[config.mk]
export PLATFORM = sky130hd
export DESIGN_NAME = parking_slot_allocator_flat
export DESIGN_NICKNAME = d
export VERILOG_FILES = /design/src/rtl/parking_slot_allocator_if.sv /design/src/rtl/parking_slot_allocator.sv /design/src/flat_wrapper.sv
export SDC_FILE = /design/constraint.sdc
export NUM_CORES = 1
export LEC_CHECK = 0
export CAP_MARGIN = 20
export CORE_ASPECT_RATIO = 1.5
export CORE_MARGIN = 1.5
export CORE_UTILIZATION = 35
export CTS_BUF_LIST = sky130_fd_sc_hd__clkbuf_8
export DETAILED_ROUTE_END_ITERATION = 8
export SYNTH_ARGS = -nofsm -noshare
export SYNTH_HDL_FRONTEND = slang
export SYNTH_SLANG_ARGS = --single-unit
[constraint.sdc]
create_clock -name clk -period 1.2 [get_ports clk]
set_input_delay 0.24 -clock clk [delete_from_list [all_inputs] [get_ports clk]]
set_output_delay 0.24 -clock clk [all_outputs]
set_load 0.05 [all_outputs]
[src/rtl/parking_slot_allocator_if.sv]
// Entry/exit handshake and occupancy bundle between the lot controller and the slot allocator.
// The controller side uses modport master; the allocator uses modport slave.
interface parking_slot_allocator_if #(
    parameter int N_SLOTS = 3,
    parameter int SLOT_W  = 2,
    parameter int CNT_W   = 2
);
    logic                entry_req;
    logic                exit_req;
    logic [SLOT_W-1:0]   exit_slot;
    logic                gate_open;
    logic [SLOT_W-1:0]   granted_slot;
    logic                entry_done;
    logic                entry_deny;
    logic                exit_ack;
    logic                exit_err;
    logic [N_SLOTS-1:0]  parked;
    logic [CNT_W-1:0]    empty_count;
    logic                full;

    modport master (
        output entry_req, exit_req, exit_slot,
        input  gate_open, granted_slot, entry_done, entry_deny,
        input  exit_ack, exit_err, parked, empty_count, full
    );

    modport slave (
        input  entry_req, exit_req, exit_slot,
        output gate_open, granted_slot, entry_done, entry_deny,
        output exit_ack, exit_err, parked, empty_count, full
    );
endinterface

[src/rtl/parking_slot_allocator.sv]
// Owns the parking occupancy vector: grants the lowest free slot to an entering car,
// holds the gate open for GATE_CYCLES, then commits the slot; exit reports clear slots.
module parking_slot_allocator #(
    parameter int N_SLOTS     = 3,
    parameter int SLOT_W      = 2,
    parameter int CNT_W       = 2,
    parameter int GATE_CYCLES = 4
) (
    input  logic                     clk,
    input  logic                     rst_n,
    parking_slot_allocator_if.slave  bus
);

    localparam int GW = $clog2(GATE_CYCLES + 1);

    typedef enum logic [1:0] {
        IDLE    = 2'd0,
        SEARCH  = 2'd1,
        GATE    = 2'd2,
        RELEASE = 2'd3
    } state_t;

    state_t              state_q;
    logic [GW-1:0]       cnt_q;
    logic [SLOT_W-1:0]   granted_slot_q;
    logic [N_SLOTS-1:0]  parked_q;
    logic [N_SLOTS-1:0]  parked_d;
    logic                gate_open_q;
    logic                entry_done_q;
    logic                entry_deny_q;
    logic                exit_ack_q;
    logic                exit_err_q;

    logic                free_found_s;
    logic [SLOT_W-1:0]   free_idx_s;
    logic [N_SLOTS-1:0]  exit_mask_s;
    logic [N_SLOTS-1:0]  commit_mask_s;
    logic                commit_s;
    logic                exit_hit_s;
    logic [CNT_W-1:0]    empty_count_s;

    function automatic logic [CNT_W-1:0] popcount(input logic [N_SLOTS-1:0] v);
        logic [CNT_W-1:0] c;
        c = {CNT_W{1'b0}};
        for (int i = 0; i < N_SLOTS; i++) begin
            c = c + CNT_W'(v[i]);
        end
        return c;
    endfunction

    // Priority encoder: scanning downward lets the lowest free index win.
    always_comb begin
        free_found_s = 1'b0;
        free_idx_s   = {SLOT_W{1'b0}};
        for (int i = N_SLOTS - 1; i >= 0; i--) begin
            if (!parked_q[i]) begin
                free_found_s = 1'b1;
                free_idx_s   = SLOT_W'(i);
            end else begin
                free_found_s = free_found_s;
            end
        end
    end

    assign commit_s = (state_q == GATE) && (cnt_q == GW'(1));

    // Exit and commit masks; a slot still in GATE is not parked, so its exit is rejected.
    always_comb begin
        exit_mask_s   = {N_SLOTS{1'b0}};
        commit_mask_s = {N_SLOTS{1'b0}};
        for (int i = 0; i < N_SLOTS; i++) begin
            exit_mask_s[i]   = bus.exit_req && (bus.exit_slot == SLOT_W'(i)) && parked_q[i];
            commit_mask_s[i] = commit_s && (granted_slot_q == SLOT_W'(i));
        end
    end

    assign exit_hit_s    = |exit_mask_s;
    assign parked_d      = (parked_q & ~exit_mask_s) | commit_mask_s;
    assign empty_count_s = CNT_W'(N_SLOTS) - popcount(parked_q);

    // Entry FSM, occupancy register and all registered pulse outputs.
    always_ff @(posedge clk or negedge rst_n) begin
        if (!rst_n) begin
            state_q        <= IDLE;
            cnt_q          <= {GW{1'b0}};
            granted_slot_q <= {SLOT_W{1'b0}};
            parked_q       <= {N_SLOTS{1'b0}};
            gate_open_q    <= 1'b0;
            entry_done_q   <= 1'b0;
            entry_deny_q   <= 1'b0;
            exit_ack_q     <= 1'b0;
            exit_err_q     <= 1'b0;
        end else begin
            parked_q     <= parked_d;
            exit_ack_q   <= exit_hit_s;
            exit_err_q   <= bus.exit_req && !exit_hit_s;
            entry_done_q <= 1'b0;
            entry_deny_q <= 1'b0;
            case (state_q)
                IDLE: begin
                    if (bus.entry_req) begin
                        state_q <= SEARCH;
                    end else begin
                        state_q <= IDLE;
                    end
                end
                SEARCH: begin
                    if (free_found_s) begin
                        granted_slot_q <= free_idx_s;
                        cnt_q          <= GW'(GATE_CYCLES);
                        gate_open_q    <= 1'b1;
                        state_q        <= GATE;
                    end else begin
                        entry_deny_q   <= 1'b1;
                        state_q        <= RELEASE;
                    end
                end
                GATE: begin
                    if (cnt_q == GW'(1)) begin
                        cnt_q        <= {GW{1'b0}};
                        gate_open_q  <= 1'b0;
                        entry_done_q <= 1'b1;
                        state_q      <= RELEASE;
                    end else begin
                        cnt_q        <= cnt_q - GW'(1);
                    end
                end
                RELEASE: begin
                    // A request held past done/deny must drop before another car is considered.
                    if (!bus.entry_req) begin
                        state_q <= IDLE;
                    end else begin
                        state_q <= RELEASE;
                    end
                end
                default: begin
                    gate_open_q <= 1'b0;
                    cnt_q       <= {GW{1'b0}};
                    state_q     <= IDLE;
                end
            endcase
        end
    end

    assign bus.gate_open    = gate_open_q;
    assign bus.granted_slot = granted_slot_q;
    assign bus.entry_done   = entry_done_q;
    assign bus.entry_deny   = entry_deny_q;
    assign bus.exit_ack     = exit_ack_q;
    assign bus.exit_err     = exit_err_q;
    assign bus.parked       = parked_q;
    assign bus.empty_count  = empty_count_s;
    assign bus.full         = (empty_count_s == {CNT_W{1'b0}});

endmodule

[src/flat_wrapper.sv]
// flat-port wrapper written by rule: the top's interface ports become plain ports
module parking_slot_allocator_flat 
#(
    parameter int N_SLOTS     = 3,
    parameter int SLOT_W      = 2,
    parameter int CNT_W       = 2,
    parameter int GATE_CYCLES = 4
)
  (clk, rst_n, bus_entry_req, bus_exit_req, bus_exit_slot, bus_gate_open, bus_granted_slot, bus_entry_done, bus_entry_deny, bus_exit_ack, bus_exit_err, bus_parked, bus_empty_count, bus_full);
  parking_slot_allocator_if #(.N_SLOTS(N_SLOTS), .SLOT_W(SLOT_W), .CNT_W(CNT_W)) bus_i ();
  input  logic clk;
  input  logic rst_n;
  input wire logic [$bits(bus_i.entry_req)-1:0] bus_entry_req;
  input wire logic [$bits(bus_i.exit_req)-1:0] bus_exit_req;
  input wire logic [$bits(bus_i.exit_slot)-1:0] bus_exit_slot;
  output wire logic [$bits(bus_i.gate_open)-1:0] bus_gate_open;
  output wire logic [$bits(bus_i.granted_slot)-1:0] bus_granted_slot;
  output wire logic [$bits(bus_i.entry_done)-1:0] bus_entry_done;
  output wire logic [$bits(bus_i.entry_deny)-1:0] bus_entry_deny;
  output wire logic [$bits(bus_i.exit_ack)-1:0] bus_exit_ack;
  output wire logic [$bits(bus_i.exit_err)-1:0] bus_exit_err;
  output wire logic [$bits(bus_i.parked)-1:0] bus_parked;
  output wire logic [$bits(bus_i.empty_count)-1:0] bus_empty_count;
  output wire logic [$bits(bus_i.full)-1:0] bus_full;
  assign bus_i.entry_req = bus_entry_req;
  assign bus_i.exit_req = bus_exit_req;
  assign bus_i.exit_slot = bus_exit_slot;
  assign bus_gate_open = bus_i.gate_open;
  assign bus_granted_slot = bus_i.granted_slot;
  assign bus_entry_done = bus_i.entry_done;
  assign bus_entry_deny = bus_i.entry_deny;
  assign bus_exit_ack = bus_i.exit_ack;
  assign bus_exit_err = bus_i.exit_err;
  assign bus_parked = bus_i.parked;
  assign bus_empty_count = bus_i.empty_count;
  assign bus_full = bus_i.full;
  parking_slot_allocator #(.N_SLOTS(N_SLOTS), .SLOT_W(SLOT_W), .CNT_W(CNT_W), .GATE_CYCLES(GATE_CYCLES)) u_core (.clk(clk), .rst_n(rst_n), .bus(bus_i));
endmodule
==> results.toml <==
[outcome]
status = "finished with violations"
failed_checks = "setup timing"

[setup_path]
path_cells = "fa_1 -> inv_2 -> nor2_4 -> buf_12"
r2r-start = "u_core.bus.parked[1]"
reg2reg_slack_ps = -240
crit_slowest_cell = "fa_1"
crit_arrival_ps = 1530
cp.required_ps = 960
r2r-end = "u_core.cnt_q[1]"
cp_max_fo = 2
critPathCaptureType = "output port"
slowest_delay_ps = 500
start_kind = "flop"
critPathKind = "flop to output port"
crit_family = "adder cells"
critical_path_buf_inv_count = 2
rr_worst_depth = 7

[timing]
period_share_pct = 148
setup_violations = 14
setup_slack_ps = -572
holdWs_ps = 311
tns_ps = -3390
worst_pin_slew_ps = 248
slew_viol_final = 0
rsz0062_at_grt = "yes"
timing.fmax_mhz = 564
min_period_ps = 1770
finalHoldViolations = 0
fin_skew_ps = 1.29
maxSlewHeadroom_pct = 83.5

[floorplanning]
fp.dieW_um = 42.9
die_h_um = 62.8
core_area_um2 = 2230
start_util_pct = 37.4
io_pins = 19
dieArea_um2 = 2690
rows = 21

[placement]
hpwl_um = 1510
gp_congestion = 0.709
place_inst = 138
io_buffers = 18

[synth]
synth.top_cell.area_share_pct = 45.0
synth.top_cells.by_count = "dfrtp_1, inv_1, ha_1"
synth_edf_count = 0
synthesis.nets = 97
synth_seq_cells = 15
async_flop_share_pct = 100
syn_area_um2 = 835
avgSynthCellArea_um2 = 10.2
synth_warnings = 0
synth.area.top_cells = "dfrtp_1, ha_1, inv_1"
yosysMostFrequentCell = "dfrtp_1"
syn_inst = 82
yosysTopAreaCell = "dfrtp_1"
synth_cell_type_count = 29
ys.flop_type = "dfrtp_1"
seq_area_frac_synth_pct = 45.0

[layout]
fin_cells = 152
drive_gt1_share_pct = 56.6
n_antenna_cell = 0
area_delta_synth_final_pct = 93.0
finalNetCount = 145
utilization_pct = 72.1

[cts]
clockBufferDepth = 2
cts_sinks = 15
insertion_delay_ps = 250
cts_tree = "built"
htree_num_levels = 1
clk_pin_slew_ps = 60
numCtsBuffers = 3
root_buffer = "clkbuf_8"
postCtsHoldBufs = 0

[grt]
grt_antenna_before_repair = 0
grt_pass1_vias = 849
grt_overflow = 0
grt_pass1_wl_um = 3790
grt_start_max_net_pins = 16
grt_usage_pct = 18.3

[power]
total_power_w = 0.00287
combPwrFrac_pct = 58.3
leakagePower_nw = 0.741
p_per_area_nw_per_um2 = 1780
clock_power_share_pct = 14.4
p_switching_w = 0.00114
p_int_w = 0.00173
ir_drop_mv = 1.32
p_seq_share_pct = 27.3
swShare_pct = 39.8

[routing]
ant_nets = 0
dr.pass1.iters = 4
vias = 781
dr.first_iter.drc_count = 11
detail_route.wl_per_cell_um = 14.5
viasPerCell = 5.14
drt-total-wl_um = 2210
drc = 0

[worst_hold_path]
hold_class = "input port to async pin"

[flow_run]
max_cap_violations = 0
-- logic make-up after synthesis --
logic type               Yosys count  synth area share, %
AO/OA/AOI/OAI                     19                 16.5
adder cells (fa/ha/maj)            9                 14.4
buffers and inverters             15                 7.80
flip-flops                        15                 45.0
multiplexers                       1                 1.20
AND/OR/NAND/NOR                   23                 15.1
-- worst max path at each step --
stage | startpoint | end | depth (start not counted)
final | u_core.bus.parked[1] | bus_full | 4
after global routing | u_core.bus.parked[0] | bus_full | 4
after CTS | u_core.bus.parked[1] | bus_full | 4
after detailed placement | u_core.bus.parked[1] | bus_full | 4
after global placement | u_core.bus.parked[1] | bus_full | 4
after floorplan | u_core.bus.parked[0] | bus_full | 3
-- worst register-to-register path, delay by kind of cell (launching register included) --
kind / cells / cell delay, ps
flip-flops: 1 / 480
buffers and inverters: 3 / 410
AO/OA/AOI/OAI: 2 / 180
adder cells (fa/ha/maj): 1 / 160
AND/OR/NAND/NOR: 1 / 120
-- power by group through the flow --
stage	Sequential, W	Combinational [W]	Clock (W)
2_1_floorplan	0.000879	0.000590	0
3_3_place_gp	0.000752	0.00132	0
3_5_place_dp	0.000757	0.00137	0
4_1_cts	0.000764	0.00161	0.000411
5_1_grt	0.000799	0.00179	0.000446
6_report	0.000784	0.00167	0.000413
-- final cells by class --
class	instances	area (um^2)
Clock buffer	3	41.3
Inverter	14	61.3
Sequential cell	15	383
Tap cell	23	28.8
Clock inverter	1	3.75
Multi-Input combinational cell	52	544
Timing Repair Buffer	44	548
Fill cell	145	623
-- stage by stage --
step	setup slack, ps	area, um^2
detailed placement	-386	1350
finish	-572	1610
floorplan	-723	892
global route	-618	1610
CTS	-574	1540
global placement	-382	1350
-- flip-flops by register name (all words and copies together) (netlist names) --
signal and cells:
u_core.bus.entry_deny 1, u_core.bus.entry_done 1, u_core.bus.exit_ack 1, u_core.bus.exit_err 1, u_core.bus.gate_open 1, u_core.bus.granted_slot 2
u_core.bus.parked 3, u_core.cnt_q 3, u_core.state_q 2
-- per-layer routing --
metal,share of wire (%),vias up,track usage [%],routed length (um)
li1,-,369,-,-
met1,41,388,21.3,899
met2,54,19,32.0,1190
met3,3.6,5,2.31,80
met4,1.8,0,8.20,39
met5,0,-,0,0
-- placed cells by master, fill, tap and decap left out, drive strengths merged --
cell / count
a21o: 2
a21oi: 2
a22o: 1
a311oi: 1
a32o: 2
and2: 1
buf: 39
clkbuf: 3
clkdlybuf4s50: 5
clkinv: 1
clkinvlp: 1
dfrtp: 15
fa: 1
ha: 8
inv: 13
mux2i: 1
nand2: 7
nand2b: 3
nand3: 2
nand4: 1
nor2: 5
nor2b: 2
nor3: 2
o211ai: 1
o21ai: 5
o2bb2ai: 3
o31ai: 1
o32ai: 1
-- repair_timing --
item / in CTS / in global routing
gates resized for setup: 19 / 11
pin swaps: 11 / 7
setup buffers: 7 / 3
endpoints found under the setup margin: 18 / 19
(Power assumes the default switching activity.)
